### src/rtl/lsh_pkg.sv
// Shared types and constants for the LSH window pipeline (feeder and hasher side).
package lsh_pkg;

    localparam int SKETCH_SIZE    = 16;
    localparam int NUM_OF_BUCKETS = 256;
    localparam int WINDOW_SIZE    = 128;
    localparam int BUCKET_W       = $clog2(NUM_OF_BUCKETS);
    localparam int FILL_CNT_W     = $clog2(WINDOW_SIZE + 1);

    typedef logic [1:0]            base_t;
    typedef logic [BUCKET_W-1:0]   bucket_t;
    typedef logic [FILL_CNT_W-1:0] fill_cnt_t;

    typedef enum logic {
        FILL = 1'b0,
        REQ  = 1'b1
    } feeder_state_t;

    // Bases needed before the next request: a whole window at sequence start, else one stride.
    function automatic fill_cnt_t fill_target(input logic first_win, input int stride);
        return first_win ? fill_cnt_t'(WINDOW_SIZE) : fill_cnt_t'(stride);
    endfunction

endpackage

### src/rtl/base_shift_window.sv
// DEPTH x 2-bit shift register: new bases enter at the top, index 0 holds the oldest.
module base_shift_window
    import lsh_pkg::*;
#(
    parameter int DEPTH = WINDOW_SIZE
) (
    input  logic  clk,
    input  logic  reset,
    input  logic  shift_en,
    input  base_t shift_in,
    output base_t window [0:DEPTH-1]
);

    base_t win_q [0:DEPTH-1];
    base_t win_d [0:DEPTH-1];

    always_comb begin
        for (int i = 0; i < DEPTH; i++) begin
            win_d[i] = win_q[i];
        end
        if (shift_en) begin
            for (int i = 0; i < DEPTH - 1; i++) begin
                win_d[i] = win_q[i+1];
            end
            win_d[DEPTH-1] = shift_in;
        end
    end

    always_ff @(posedge clk) begin
        if (reset) begin
            for (int i = 0; i < DEPTH; i++) begin
                win_q[i] <= '0;
            end
        end else begin
            for (int i = 0; i < DEPTH; i++) begin
                win_q[i] <= win_d[i];
            end
        end
    end

    generate
        for (genvar gi = 0; gi < DEPTH; gi++) begin : g_out
            assign window[gi] = win_q[gi];
        end
    endgenerate

endmodule

### src/rtl/window_feeder.sv
// Feeds sliding base windows to window_hasher and buffers the returned sketches
// (one entry, index-tagged) towards a valid/ready consumer.
module window_feeder
    import lsh_pkg::*;
#(
    parameter int STRIDE = 32,
    parameter int IDX_W  = 16
) (
    input  logic             clk,
    input  logic             reset,
    input  logic             base_valid,
    input  base_t            base_data,
    input  logic             base_first,
    output logic             base_ready,
    output base_t            window [0:WINDOW_SIZE-1],
    output logic             ready_for_hashing,
    input  bucket_t          hashedSketch [0:SKETCH_SIZE-1],
    input  logic             hashing_is_done,
    output bucket_t          sketch_out [0:SKETCH_SIZE-1],
    output logic [IDX_W-1:0] sketch_idx,
    output logic             sketch_valid,
    input  logic             sketch_ready
);

    feeder_state_t    state_q, state_d;
    fill_cnt_t        fill_cnt_q, fill_cnt_d;
    logic             first_win_q, first_win_d;
    logic [IDX_W-1:0] win_idx_q, win_idx_d;
    bucket_t          sketch_q [0:SKETCH_SIZE-1];
    bucket_t          sketch_d [0:SKETCH_SIZE-1];
    logic [IDX_W-1:0] sketch_idx_q, sketch_idx_d;
    logic             sketch_valid_q, sketch_valid_d;

    logic             base_accept;
    fill_cnt_t        cnt_post;
    logic             first_post;

    // Once the count has reached its target the window must not move until the request is issued.
    assign base_ready  = !reset && (state_q == FILL) &&
                         (fill_cnt_q < fill_target(first_win_q, STRIDE));
    assign base_accept = base_valid && base_ready;

    base_shift_window #(
        .DEPTH    (WINDOW_SIZE)
    ) u_window (
        .clk      (clk),
        .reset    (reset),
        .shift_en (base_accept),
        .shift_in (base_data),
        .window   (window)
    );

    always_comb begin
        state_d        = state_q;
        fill_cnt_d     = fill_cnt_q;
        first_win_d    = first_win_q;
        win_idx_d      = win_idx_q;
        sketch_idx_d   = sketch_idx_q;
        sketch_valid_d = sketch_valid_q && !sketch_ready;
        for (int i = 0; i < SKETCH_SIZE; i++) begin
            sketch_d[i] = sketch_q[i];
        end
        cnt_post   = fill_cnt_q;
        first_post = first_win_q;

        unique case (state_q)
            FILL: begin
                if (base_accept) begin
                    if (base_first) begin
                        cnt_post   = fill_cnt_t'(1);
                        first_post = 1'b1;
                        win_idx_d  = '0;
                    end else begin
                        cnt_post = fill_cnt_q + fill_cnt_t'(1);
                    end
                end
                fill_cnt_d  = cnt_post;
                first_win_d = first_post;
                // A full buffer holds off the request, so a capture can never overwrite it.
                if ((cnt_post == fill_target(first_post, STRIDE)) && !sketch_valid_q) begin
                    state_d     = REQ;
                    fill_cnt_d  = '0;
                    first_win_d = 1'b0;
                end
            end
            REQ: begin
                if (hashing_is_done) begin
                    for (int i = 0; i < SKETCH_SIZE; i++) begin
                        sketch_d[i] = hashedSketch[i];
                    end
                    sketch_idx_d   = win_idx_q;
                    sketch_valid_d = 1'b1;
                    win_idx_d      = win_idx_q + IDX_W'(1);
                    state_d        = FILL;
                end
            end
            default: state_d = FILL;
        endcase
    end

    always_ff @(posedge clk) begin
        if (reset) begin
            state_q        <= FILL;
            fill_cnt_q     <= '0;
            first_win_q    <= 1'b1;
            win_idx_q      <= '0;
            sketch_idx_q   <= '0;
            sketch_valid_q <= 1'b0;
            for (int i = 0; i < SKETCH_SIZE; i++) begin
                sketch_q[i] <= '0;
            end
        end else begin
            state_q        <= state_d;
            fill_cnt_q     <= fill_cnt_d;
            first_win_q    <= first_win_d;
            win_idx_q      <= win_idx_d;
            sketch_idx_q   <= sketch_idx_d;
            sketch_valid_q <= sketch_valid_d;
            for (int i = 0; i < SKETCH_SIZE; i++) begin
                sketch_q[i] <= sketch_d[i];
            end
        end
    end

    assign ready_for_hashing = (state_q == REQ);
    assign sketch_idx        = sketch_idx_q;
    assign sketch_valid      = sketch_valid_q;

    generate
        for (genvar gi = 0; gi < SKETCH_SIZE; gi++) begin : g_sketch
            assign sketch_out[gi] = sketch_q[gi];
        end
    endgenerate

endmodule

### config.mk
export PLATFORM = sky130hd
export DESIGN_NAME = window_feeder
export DESIGN_NICKNAME = d
export VERILOG_FILES = /design/src/rtl/lsh_pkg.sv /design/src/rtl/base_shift_window.sv /design/src/rtl/window_feeder.sv
export SDC_FILE = /design/constraint.sdc
export NUM_CORES = 1
export LEC_CHECK = 0
export BUFFER_PORTS_ARGS = -buffer_cell sky130_fd_sc_hd__buf_2
export CORE_AREA = 4 4 209 211
export CTS_CLUSTER_DIAMETER = 40
export CTS_CLUSTER_SIZE = 30
export DETAILED_ROUTE_END_ITERATION = 12
export DIE_AREA = 0 0 213 215
export GPL_TIMING_DRIVEN = 1
export PLACE_DENSITY_LB_ADDON = 0.2
export SLEW_MARGIN = 20
export SYNTH_ARGS = -nofsm -noshare
export SYNTH_HDL_FRONTEND = slang
export SYNTH_SLANG_ARGS = --single-unit
### constraint.sdc
create_clock -name clk -period 4.2 [get_ports clk]
set_clock_uncertainty 0.1 [all_clocks]
set_input_delay 0.21 -clock clk [delete_from_list [all_inputs] [get_ports clk]]
set_output_delay 0.21 -clock clk [all_outputs]
set_load 0.1 [all_outputs]
After elaboration in Yosys (flattened, before gate mapping). Memories as Yosys holds them, arrays and structs flattened. Index checks and enable logic that the tools add are counted.

Bits in registers: 43. RAM bits: 384. Output and inout port bits: 403. Logic and storage cells: 339. Memories kept: 2.

Memories: u_window.win_q (depth 128, bits a word 2, rd ports 128, clocked after memory_dff 0, wr ports 128, line base_shift_window.sv:14) `base_t win_q [0:DEPTH-1];`; sketch_q (depth 16, bits a word 8, rd ports 16, clocked after memory_dff 0, wr ports 16, line window_feeder.sv:29) `bucket_t sketch_q [0:SKETCH_SIZE-1];`.

$add $sub $neg: 2. Order comparisons: 1. Equality and inequality tests: 4. Muxes and demuxes: 169. Bitwise gates (word level): 145. Reduce and logical (&&, ||, !) cells: 10.

Operators by type and width (count): 2-to-1 mux 128 bit (2); 2-to-1 mux 2 bit (128); 2-to-1 mux 256 bit (1); 2-to-1 mux 8 bit (22); bitwise OR 1 bit (144); 2-to-1 mux 16 bit (3); one-hot mux 16 bit (2 select lines) (1); adder 16 x 1 -> 16 bit (second input constant) (1); 2-to-1 mux 1 bit (11); adder 8 x 1 -> 8 bit (second input constant) (1); == test 8 bit (1); less-than comparator 8 bit (1); != test 2 bit (second input constant) (3); logical AND 1 bit (5); logical NOT 1 bit (3); AND reduction 3 bit (1); one-hot mux 1 bit (2 select lines) (1); AND reduction 2 bit (1); NOT 1 bit (1).

Longest topological paths before layout. Gate-level depths: netlist (run 1).

Depth in word-level cells: 11. Depth in mapped cells: 9. Gate-level depth less buffers: 8.

By module. Synthesis (run 1) repeated with hierarchy kept, for this count alone.

Cell total of the unflattened synthesis: 1619. Area total of the unflattened synthesis: 15676.3 um2.

By module, submodules not included: base_shift_window (instances 1, cells an instance 825, area an instance 9322.7 um2); window_feeder (instances 1, cells an instance 794, area an instance 6353.6 um2).

Worst setup path after synthesis (run 1). OpenSTA, ideal clock, no wires.

Path kind: register to output. Start point: register state_q (netlist: ready_for_hashing). End point: output port base_ready. Arrival: 3.757 ns. Required time: 3.890 ns. Path slack: 0.133 ns. Stages on the path, launching flop included: 2. Buffers on the path: 0. Path through: dfxtp_1 -> nor4_1.

Word-level cells in the longest chain between the ends: 3.

RTL lines: start, declared (line window_feeder.sv:25) `feeder_state_t state_q, state_d;`; start signal, assigned (line window_feeder.sv:113) `state_q <= state_d;`; NOT 1 bit; logical AND 1 bit (2 in a row) (line window_feeder.sv:39) `assign base_ready = !reset && (state_q == FILL) &&`; end, declared (line window_feeder.sv:14) `output logic base_ready,`.

No other way between the ends.

Worst setup path after layout (run 1).
Start point: register first_win_q. End point: register fill_cnt_q[4].

Word-level cells in the longest chain between the ends: 10. Elaborated cells between the ends (all ways): 13.

RTL lines: start, declared (line window_feeder.sv:27) `logic first_win_q, first_win_d;`; start signal, assigned (line window_feeder.sv:115) `first_win_q <= first_win_d;`; 2-to-1 mux 8 bit (line lsh_pkg.sv:21) `return first_win ? fill_cnt_t'(WINDOW_SIZE) : fill_cnt_t'(stride);`; less-than comparator 8 bit (line window_feeder.sv:40) `(fill_cnt_q < fill_target(first_win_q, STRIDE));`; logical AND 1 bit (line window_feeder.sv:39); logical AND 1 bit (line window_feeder.sv:41) `assign base_accept = base_valid && base_ready;`; 2-to-1 mux 1 bit (line window_feeder.sv:68) `if (base_accept) begin`; 2-to-1 mux 1 bit (line window_feeder.sv:66) `unique case (state_q)`; 2-to-1 mux 8 bit (line lsh_pkg.sv:21); == test 8 bit (line window_feeder.sv:80) `if ((cnt_post == fill_target(first_post, STRIDE)) && !sketch_valid_q) begin`; logical AND 1 bit (line window_feeder.sv:80); 2-to-1 mux 8 bit * (line window_feeder.sv:80); end signal, assigned (line window_feeder.sv:114) `fill_cnt_q <= fill_cnt_d;`; end, declared (line window_feeder.sv:26) `fill_cnt_t fill_cnt_q, fill_cnt_d;`.

Every way passes the cells marked *; elsewhere a longest branch is shown, timed or not. The select of a mux whose other input is x is not followed. A chain may end at the register's enable or synchronous reset.

==> results of run 1 <==
-- power groups by stage --
stage	Clock [mW]	Combinational [mW]	Sequential (mW)
2_1_floorplan	0	0.144	4.15
3_3_place_gp	0	0.259	4.14
3_5_place_dp	0	0.259	4.14
4_1_cts	5.25	0.362	4.06
5_1_grt	5.44	0.394	4.05
6_report	5.13	0.363	4.06
-- synthesized netlist by cell type (3+ instances only) --
cell type	number	area, sq um
nand3_1	10	50.05
nand2b_1	5	31.28
and4_1	5	43.79
nor4_1	3	18.77
inv_1	4	15.01
dfxtp_1	427	8548
buf_2	24	120.1
a21oi_1	411	2057
nand4_1	6	37.54
xnor2_1	3	26.28
xor2_1	14	122.6
clkbuf_1	110	412.9
ha_1	3	37.54
nor3_1	5	25.02
a31oi_1	3	18.77
nand2_1	814	3055
nor2_1	26	97.59
-- state kept, by name (all words and copies together), names as in the netlist --
name	flops
sketch_idx	16
win_idx_q	16
fill_cnt_q	8
first_win_q	1
u_window.win_q	256
sketch_q	128
sketch_valid	1
ready_for_hashing	1
-- cell type report --
type	instances	area [sq um]
inverter	4	15.01
fill	3948	20250
timing repair buffer	701	4344
clock inverter	42	445.4
sequential	427	8548
multi-input combinational	1330	5843
tap	539	674.4
antenna	1	2.502
clock buffer	70	1632
-- per-layer routing --
layer  GRT usage, %  wire length [microns]
met2          33.28                  23160
met5              0                      0
met1          24.79                  20390
met3          6.592                   4280
met4          8.074                   1844
-- cells in the final DEF (no fill, tap or decap), drive strengths merged --
cell type	count
o311ai	1
a2111oi	1
clkinv	16
mux2i	2
a21oi	413
o211a	1
buf	554
o21ai	2
nand2b	5
diode	1
and2	2
or4b	1
xnor2	3
nor2	26
nand2	814
a211oi	2
a21o	1
o22ai	1
nor4	3
nor3	5
nand3	10
a31oi	3
bufinv	5
ha	3
o211ai	1
dlygate4sd3	147
and4	5
clkbuf	70
nand4	6
clkinvlp	8
xor2	14
nor4b	1
o31ai	1
dfxtp	427
inv	17
o21a	1
o31a	2
-- per-stage QoR --
step	worst slack [ps]	util [%]	hold slack, ps	cell area (sq um)
after detailed placement	1358	42.99	343.5	17950
final	1154	51.50	126.2	21500
after global routing	905.8	51.50	121.2	21500
after global placement	1464	42.99	338.7	17950
after CTS	1139	51.49	83.21	21500
after floorplan	132.6	-	245.2	14960
-- critical path, delay by kind of cell, from the launching register on --
family                   cells  cell delay (ps)
AO/OA/AOI/OAI                1               90
adder cells (fa/ha/maj)      1              220
buffers and inverters        3              990
flip-flops                   1              430
AND/OR/NAND/NOR              3             1150
-- worst max path at each step --
stage | from | end | cells past startpoint
2_1_floorplan | ready_for_hashing | base_ready | 1
3_3_place_gp | first_win_q | u_window.win_q[0][77] | 7
3_5_place_dp | first_win_q | u_window.win_q[0][19] | 7
4_1_cts | first_win_q | fill_cnt_q[4] | 8
5_1_grt | first_win_q | fill_cnt_q[4] | 8
6_report | first_win_q | fill_cnt_q[4] | 8
-- kinds of logic (layout without fill, tap and decap cells) --
kind of cell / after synthesis / after routing
buffers and inverters: 144 / 817
adders and majority gates: 3 / 3
and+or+nand+nor: 878 / 878
AOI/OAI and AO/OA: 430 / 430
xor gates and xnor gates: 17 / 17
muxes: 2 / 2
DFF: 427 / 427
other: 0 / 1
-- repair_timing --
action,4_1_cts,5_1_grt
setup buffers,0,0
hold buffers,147,0
hold endpoints to repair,151,0
==> metrics.cfg, run 1 <==
[yosys]
avgSynthCellArea_sq_um = 7.872
synth_edf_count = 0
ys_seq_area_share_pct = 57.12
synthMuxAreaShare_pct = 0.1338
netlist_area_sq_um = 14960
synth_fa_ha_area_share_pct = 0.2508
synth_xor_area_share_pct = 0.9950
yosysUniqueCellTypes = 39
synthFlopType = dfxtp_1
yosys.area_share.simple_pct = 22.73
synth_top_family_by_area = simple AND/OR/NAND/NOR gates
syn_nets = 2040
ys_seq_elements = 427
syn-instance-count = 1901
synthArstFlopShare_pct = 0
ys_warn_count = 0
synth_compound_area_share_pct = 14.77

[timing]
setup_violations = 0
period_needed_ps = 3046
tns_ps = 0
maxSlewViolCount = 0
period_share_pct = 72.52
hold_viol_final = 0
worstMarginPinSlew_ps = 1027
fmax_mhz = 328.3
rsz0062_at_grt = no
slew_headroom_pct = 31.50

[global_routing]
grt_overflow = 0
antenna_found_initial = 1
grtUsageTotal_pct = 20.34
grt_max_degree = 192
grt_pass1_vias = 14403
grt_pass1_wl_microns = 76830

[die]
rows = 75
core_area_sq_um = 41760
die_x_microns = 213
io_pins = 539
die_height_microns = 215
start_util_pct = 35.84
dieArea_sq_um = 45800

[worst_setup_path]
rr_endpoint = fill_cnt_q[4]
slowest_delay_ps = 550
cp_max_fo = 23
crit_chain = inv_1 -> ha_1 -> or4b_4 -> nor2_4 -> buf_4 -> a21oi_1 -> nor2_1 -> dlygate4sd3_1
crit_slowest_cell = or4b_4
crit_required_ps = 4640
cp-start-kind = flop
crit_path_end_kind = flop
rrSetupSlack_ps = 1150
reg2reg_depth = 8
arrival_ps = 3490
timing.rr.start = first_win_q
crit_type = flop to flop

[routing]
vias_per_cell = 4.828
drcViolationCount = 0
drt_iter0_markers = 1070
firstDrtPassIters = 4
wl_per_cell_microns = 15.95
vias = 15035
wirelength_microns = 49670
ant_nets = 0

[power]
p_total_mw = 9.553
p_leak_nw = 9.019
pwr-share-clk_pct = 53.7
internal-power_mw = 7.341
ir_drop_mv = 0.3010
switchingPower_mw = 2.212
powerDensity_nw_per_um2 = 444.2
p_comb_share_pct = 3.8
seq_power_share_pct = 42.5
sw_frac_of_total_pct = 23.16

[cells_and_area]
layout-drive-gt1-share_pct = 26.15
layout.nets = 2663
stdcell_count = 3114
syn_to_final_growth_pct = 43.70

[min_path]
hp-class = input port to flop
hold_depth = 5
hp-start = base_valid
holdPathEnd = fill_cnt_q[6]

[clocking]
tritoncts_num_sinks = 427
cts_htree_levels = 2
cts_root_buffer = clkbuf_16
cts-resized-gates = 0
cts_tree = done
cts_made_buffers = 60
clkLatencyLatePin_ps = 610
cts_buffer_depth = 3
path_clk_slew_ps = 60

[placement]
dp_hpwl_microns = 32710
io_buffer_count = 538
gp_congestion = 0.8123
dpl.cell_count = 2854

[run_status]
status = completed

[job]
cap_viol_max_count = 0

Note: power is estimated with default switching activity, not from simulation.
==> run 2, diff against run 1 <==
--- a/config.mk
+++ b/config.mk
@@ -5,12 +5,13 @@
 export SDC_FILE = /design/constraint.sdc
 export NUM_CORES = 1
 export LEC_CHECK = 0
+export ABC_AREA = 1
 export BUFFER_PORTS_ARGS = -buffer_cell sky130_fd_sc_hd__buf_2
-export CORE_AREA = 4 4 209 211
+export CORE_AREA = 4 4 210 212
 export CTS_CLUSTER_DIAMETER = 40
 export CTS_CLUSTER_SIZE = 30
 export DETAILED_ROUTE_END_ITERATION = 12
-export DIE_AREA = 0 0 213 215
+export DIE_AREA = 0 0 214 216
 export GPL_TIMING_DRIVEN = 1
 export PLACE_DENSITY_LB_ADDON = 0.2
 export SLEW_MARGIN = 20
==> constraint.sdc (replaced) <==
create_clock -name clk -period 3 [get_ports clk]
set_clock_uncertainty 0.1 [all_clocks]
set_input_delay 0.15 -clock clk [delete_from_list [all_inputs] [get_ports clk]]
set_output_delay 0.15 -clock clk [all_outputs]
set_load 0.1 [all_outputs]
==> metrics.cfg, run 2 <==
[global_routing]
antenna_found_initial = 4  ; +3
grt_pass1_vias = 14412  ; +0.062%
grt_max_degree = 224  ; +17%
grtUsageTotal_pct = 20.45  ; +0.11 points
grt_pass1_wl_microns = 77950  ; +1.5%
grt_overflow = 0  ; unchanged

[worst_setup_path]
reg2reg_depth = 8  ; unchanged
timing.rr.start = first_win_q
crit_type = flop to flop
cp_max_fo = 186  ; +710%
crit_path_start = first_win_q
crit_path_end_kind = flop
crit_end = u_window.win_q[0][220]
arrival_ps = 2860  ; -630 ps
rr_endpoint = u_window.win_q[0][220]
cp-start-kind = flop
crit_required_ps = 3360  ; -1280 ps
rrSetupSlack_ps = 500  ; -650 ps

[cells_and_area]
fin_util_pct = 52.13  ; +0.63 points
layout.nets = 2718  ; +2.1%
layout-drive-gt1-share_pct = 25.90  ; -0.24 points
top_register = u_window.win_q
stdcell_count = 3175  ; +2.0%
largest_reg_flops = 256  ; unchanged
reg.largest.list = u_window.win_q: 256 flops, sketch_q: 128 flops
final_cell_mix = nand2_1 (569), buf_2 (537), dfxtp_1 (427), nor2_1 (292), a21oi_1 (286)
fill_cells = 3914  ; -0.86%
final_common_cell = nand2_1
syn_to_final_growth_pct = 45.03

[placement]
gp_congestion = 0.8280  ; +1.9%
io_buffer_count = 538  ; unchanged
dp_hpwl_microns = 32980  ; +0.81%
dpl.cell_count = 2912  ; +2.0%

[routing]
drt_iter0_markers = 1079  ; +0.84%
ant_nets = 0  ; unchanged
vias = 15062  ; +0.18%
wirelength_microns = 50210  ; +1.1%
drcViolationCount = 0  ; unchanged
vias_per_cell = 4.744  ; -1.7%
firstDrtPassIters = 5  ; +1
wl_per_cell_microns = 15.81  ; -0.86%

[yosys]
yosysTopAreaCell = dfxtp_1
synthTopCellsByArea = dfxtp_1 (57%), nand2_1 (14%), a21oi_1 (9.5%)
synthArstFlopShare_pct = 0  ; unchanged
syn_nets = 2097  ; +2.8%
avgSynthCellArea_sq_um = 7.700  ; -2.2%
synth.most_common_cell = nand2_1
synth_edf_count = 0  ; unchanged
synth_commonest_cells = nand2_1 (570), dfxtp_1 (427), nor2_1 (292)
synth_top_area_share_pct = 56.70  ; -0.42 points
synthFlopType = dfxtp_1
yosysUniqueCellTypes = 29  ; -26%
ys_warn_count = 0  ; unchanged
syn-instance-count = 1958  ; +3.0%
ys_seq_elements = 427  ; unchanged
netlist_area_sq_um = 15080  ; +0.74%
ys_seq_area_share_pct = 56.70  ; -0.42 points

[clocking]
cts_buffer_depth = 3  ; unchanged
cts-resized-gates = 0  ; unchanged
cts_root_buffer = clkbuf_16
cts_htree_levels = 3  ; +1
clkLatencyLatePin_ps = 570  ; -40 ps
tritoncts_num_sinks = 427  ; unchanged
path_clk_slew_ps = 50  ; about the same
cts_made_buffers = 68  ; +13%
cts_tree = done

[power]
powerDensity_nw_per_um2 = 757.9  ; +71%
switchingPower_mw = 4.801  ; +120%
ir_drop_mv = 0.6774  ; +130%
internal-power_mw = 11.77  ; +60%
p_comb_share_pct = 14.0  ; +10 points
sw_frac_of_total_pct = 28.97  ; +5.8 points
seq_power_share_pct = 35.7  ; -6.8 points
pwr-share-clk_pct = 50.4  ; -3.3 points
p_leak_nw = 9.421  ; +4.5%

[die]
core_area_sq_um = 41950  ; +0.45%
die_height_microns = 216  ; +0.47%
start_util_pct = 35.94  ; +0.11 points
dieArea_sq_um = 46220  ; +0.94%
io_pins = 539  ; unchanged
die_x_microns = 214  ; +0.47%
rows = 75  ; unchanged

[min_path]
hp-class = input port to flop

[run_status]
status = completed

[timing]
slew_headroom_pct = 28.33  ; -3.2 points
fmax_mhz = 400.8  ; +22%
rsz0062_at_grt = no
period_needed_ps = 2495  ; -550.6 ps
maxSlewViolCount = 0  ; unchanged
setup_violations = 0  ; unchanged
tns_ps = 0  ; unchanged
worstMarginPinSlew_ps = 1075  ; +47.49 ps
hold_viol_final = 0  ; unchanged
period_share_pct = 83.17  ; +11 points

[job]
cap_viol_max_count = 0  ; unchanged

==> run 2: cell types whose count changed after synthesis, moves of 7 or more <==
| cell | before | now |
|---|---|---|
| a21oi_1 | 411 | 286 |
| buf_2 | 24 | 56 |
| clkbuf_1 | 110 | 76 |
| inv_1 | 4 | 40 |
| nand2_1 | 814 | 570 |
| nand3_1 | 10 | 17 |
| nor2_1 | 26 | 292 |
| o21ai_0 | 2 | 154 |
| xor2_1 | 14 | 1 |
==> run 2: metrics by stage <==
stage | power [mW] | cell area [sq um] | setup WS [ps] | hold WS [ps]
floorplan | 7.764 | 15080 | 686.5 | 193.5
global placement | 8.169 | 18030 | 646.4 | 298.4
detailed placement | 8.184 | 18030 | 524.8 | 307.0
CTS | 16.73 | 21860 | 518.1 | 59.66
global route | 17.15 | 21860 | 294.6 | 104.2
finish | 16.57 | 21860 | 505.0 | 76.14
==> run 2: what timing repair did <==
item | CTS | global route
hold endpoints to repair | 136 | 0
buffers inserted | 0 | 0
hold buffers | 136 | 0
==> run 2: area by class of cell <==
class / instances / area (sq um) / area share, %
well taps: 539 / 674.4 / 3.084
flip-flops and latches: 427 / 8548 / 39.10
repair buffers: 687 / 4223 / 19.31
multi-input cells: 1352 / 5777 / 26.42
clock buffers: 87 / 1927 / 8.813
inverters: 43 / 170.2 / 0.7783
clock inverters: 37 / 538.0 / 2.461
diodes: 3 / 7.507 / 0.03433
==> run 2: routing by layer <==
| layer | part of all wire, % | vias to the layer above | global-route usage (%) |
|---|---|---|---|
| met4 | 4.5 | 2 | 9.790 |
| met2 | 48 | 544 | 34.87 |
| met1 | 40 | 6842 | 23.59 |
| met3 | 7.4 | 131 | 6.146 |
| met5 | 0.024 | - | 0 |
| li1 | - | 7543 | - |
==> run 2: how the worst min path moves through the flow <==
stage / startpoint / endpoint / cells after the start
floorplan: base_data[1] / u_window.win_q[0][255] / 2
global placement: hashedSketch[25] / sketch_q[1][33] / 3
detailed placement: hashedSketch[19] / sketch_q[1][43] / 3
CTS: hashing_is_done / ready_for_hashing / 4
global route: hashing_is_done / ready_for_hashing / 4
finish: hashing_is_done / ready_for_hashing / 4
==> run 2: power by group through the flow <==
stage,clock [mW],combinational (mW),sequential [mW]
detailed placement,0,2.16,6.03
CTS,8.51,2.31,5.91
global placement,0,2.15,6.02
floorplan,0,0.724,7.04
global route,8.78,2.45,5.93
finish,8.35,2.31,5.91
==> run 2: kinds of logic (layout without fill, tap and decap cells) <==
| kind of cell | Yosys count | count (layout) | synth area share [%] |
|---|---|---|---|
| adders and majority gates | 3 | 3 | 0.2490 |
| DFF | 427 | 427 | 56.70 |
| and+or+nand+nor | 904 | 904 | 23.21 |
| AOI/OAI and AO/OA | 444 | 444 | 14.76 |
| xor gates and xnor gates | 1 | 1 | 0.05811 |
| buffers and inverters | 179 | 854 | 5.029 |
| other | 0 | 3 | 0 |
==> run 2: worst max-delay path, stage by stage (launching register included) <==
cell,delay (ps)
dfxtp_1,320
inv_1,70
ha_1,210
nor3_4,320
nand3_4,260
inv_6,150
buf_12,490
nand2_1,120
a21oi_1,160
==> run 3, diff against run 2 <==
--- a/config.mk
+++ b/config.mk
@@ -5,13 +5,13 @@
 export SDC_FILE = /design/constraint.sdc
 export NUM_CORES = 1
 export LEC_CHECK = 0
-export ABC_AREA = 1
+export ABC_AREA = 0
 export BUFFER_PORTS_ARGS = -buffer_cell sky130_fd_sc_hd__buf_2
-export CORE_AREA = 4 4 210 212
+export CORE_AREA = 4 4 209 211
 export CTS_CLUSTER_DIAMETER = 40
 export CTS_CLUSTER_SIZE = 30
 export DETAILED_ROUTE_END_ITERATION = 12
-export DIE_AREA = 0 0 214 216
+export DIE_AREA = 0 0 213 215
 export GPL_TIMING_DRIVEN = 1
 export PLACE_DENSITY_LB_ADDON = 0.2
 export SLEW_MARGIN = 20
==> constraint.sdc (replaced) <==
create_clock -name clk -period 2.57 [get_ports clk]
set_clock_uncertainty 0.1 [all_clocks]
set_input_delay 0.1285 -clock clk [delete_from_list [all_inputs] [get_ports clk]]
set_output_delay 0.1285 -clock clk [all_outputs]
set_load 0.1 [all_outputs]
==> metrics.cfg, run 3 (synthesis gave the netlist of run 1 again) <==
[run_status]
status = completed

[cells_and_area]
fin_util_pct = 52.36  ; +0.24 points
final_cell_mix = nand2_1 (812), buf_2 (537), dfxtp_1 (427), a21oi_1 (411), dlygate4sd3_1 (138)
top_register = u_window.win_q
reg.largest.list = u_window.win_q: 256 flops, sketch_q: 128 flops
largest_reg_flops = 256  ; unchanged
final_common_cell = nand2_1
syn_to_final_growth_pct = 46.12
stdcell_count = 3129  ; -1.4%
fill_cells = 3900  ; -0.36%
layout.nets = 2677  ; -1.5%
layout-drive-gt1-share_pct = 26.82  ; +0.91 points

[placement]
dp_hpwl_microns = 31850  ; -3.4%
io_buffer_count = 538  ; unchanged
gp_congestion = 0.8477  ; +2.4%
dpl.cell_count = 2870  ; -1.4%

[routing]
wl_per_cell_microns = 15.48  ; -2.1%
drt_iter0_markers = 957  ; -11%
wirelength_microns = 48440  ; -3.5%
top_layer = met5
wl_met1_microns = 19480  ; -2.1%
ant_nets = 0  ; unchanged
vias_per_cell = 4.787  ; +0.91%
drcViolationCount = 0  ; unchanged
vias = 14979  ; -0.55%
route.met3.wl_microns = 4122  ; +12%
dr_wl_met2_microns = 22930  ; -5.8%
firstDrtPassIters = 4  ; -1

[clocking]
cts_htree_levels = 3  ; unchanged
cts_tree = done
cts_buffer_depth = 3  ; unchanged
path_clk_slew_ps = 50  ; about the same
clkLatencyLatePin_ps = 550  ; -20 ps
tritoncts_num_sinks = 427  ; unchanged
cts_made_buffers = 66  ; -2.9%
cts_root_buffer = clkbuf_16

[die]
rows = 75  ; unchanged
start_util_pct = 35.84  ; -0.11 points
die_x_microns = 213  ; -0.47%
core_area_sq_um = 41760  ; -0.45%
die_height_microns = 215  ; -0.46%
dieArea_sq_um = 45800  ; -0.93%
io_pins = 539  ; unchanged

[timing]
slew_headroom_pct = 42.31  ; +14 points
period_needed_ps = 2383  ; -111.9 ps
hold_ws_ps = 164.0  ; +87.90 ps
hold_viol_final = 0  ; unchanged
period_share_pct = 92.73  ; +9.6 points
maxSlewViolCount = 0  ; unchanged
fmax_mhz = 419.6  ; +4.7%
rsz0062_at_grt = no
worstMarginPinSlew_ps = 865.4  ; -209.6 ps
setup_violations = 0  ; unchanged

[power]
p_leak_nw = 9.172  ; -2.6%
ir_drop_mv = 0.5473  ; -19%
powerDensity_nw_per_um2 = 739.5  ; -2.4%

[worst_setup_path]
cp-start-kind = flop
cp_max_fo = 5  ; -97%
crit_type = flop to flop
arrival_ps = 2710  ; -150 ps
crit_required_ps = 2890  ; -470 ps
crit_path_end_kind = flop

[global_routing]
antenna_found_initial = 3  ; -1
grt_overflow = 0  ; unchanged
grt_max_degree = 240  ; +7.1%
grtUsageTotal_pct = 20.03  ; -0.42 points
grt_pass1_vias = 14384  ; -0.19%
grt_pass1_wl_microns = 75840  ; -2.7%

[job]
cap_viol_max_count = 0  ; unchanged

[min_path]
hp-class = input port to flop

==> run 3: path summary, 6_finish.rpt <==
path         cells after the start                      to       startpoint  slack [ps]
max                              7           fill_cnt_q[5]      first_win_q         190
min                              6  u_window.win_q[0][253]       base_valid         160
max reg2reg                      7           fill_cnt_q[5]      first_win_q         190
min reg2reg                      2         sketch_q[1][15]  sketch_q[1][15]         350
==> run 3: area by class of cell <==
type,instances,area [sq um],area share [%]
inverters,4,15.01,0.06867
clock buffers,84,1896,8.669
multi-input cells,1330,5888,26.93
repair buffers,709,4493,20.55
well taps,539,674.4,3.084
clock inverters,34,346.6,1.585
flip-flops and latches,427,8548,39.09
diodes,2,5.005,0.02289
==> run 3: timing repair <==
action | in CTS | in global routing
setup buffers | 0 | 0
hold endpoints to repair | 148 | 0
resized for setup | 0 | 3
hold buffers | 138 | 0
endpoints found under the setup margin | 0 | 6
==> run 3: per-stage QoR <==
step / setup slack [ps] / area (sq um) / power (mW) / setup TNS, ps
floorplan: -22.66 / 14980 / 7.025 / -59.06
global placement: 173.9 / 18180 / 7.218 / 0
detailed placement: 137.3 / 18180 / 7.220 / 0
CTS: 29.29 / 21800 / 16.37 / 0
global route: 12.47 / 21870 / 16.77 / 0
finish: 186.9 / 21870 / 16.17 / 0
==> run 3: where the power goes <==
group / internal (mW) / switching, mW
registers: 6.63 / 0.00422
clock network: 5.67 / 3.24
logic: 0.272 / 0.355
total: 12.6 / 3.60
==> run 3: metal layers <==
layer,vias to the layer above,global-route usage [%]
met5,-,0
met4,2,9.083
met3,114,6.402
met2,546,32.57
met1,6871,24.16
li1,7446,-
==> run 3: worst max-delay path, cell delays in order (launching register included) <==
cell	delay (ps)
dfxtp_1	300
buf_4	150
o31ai_2	590
nand4_1	340
xnor2_1	330
a21oi_1	130
a21oi_2	220
a21oi_1	100
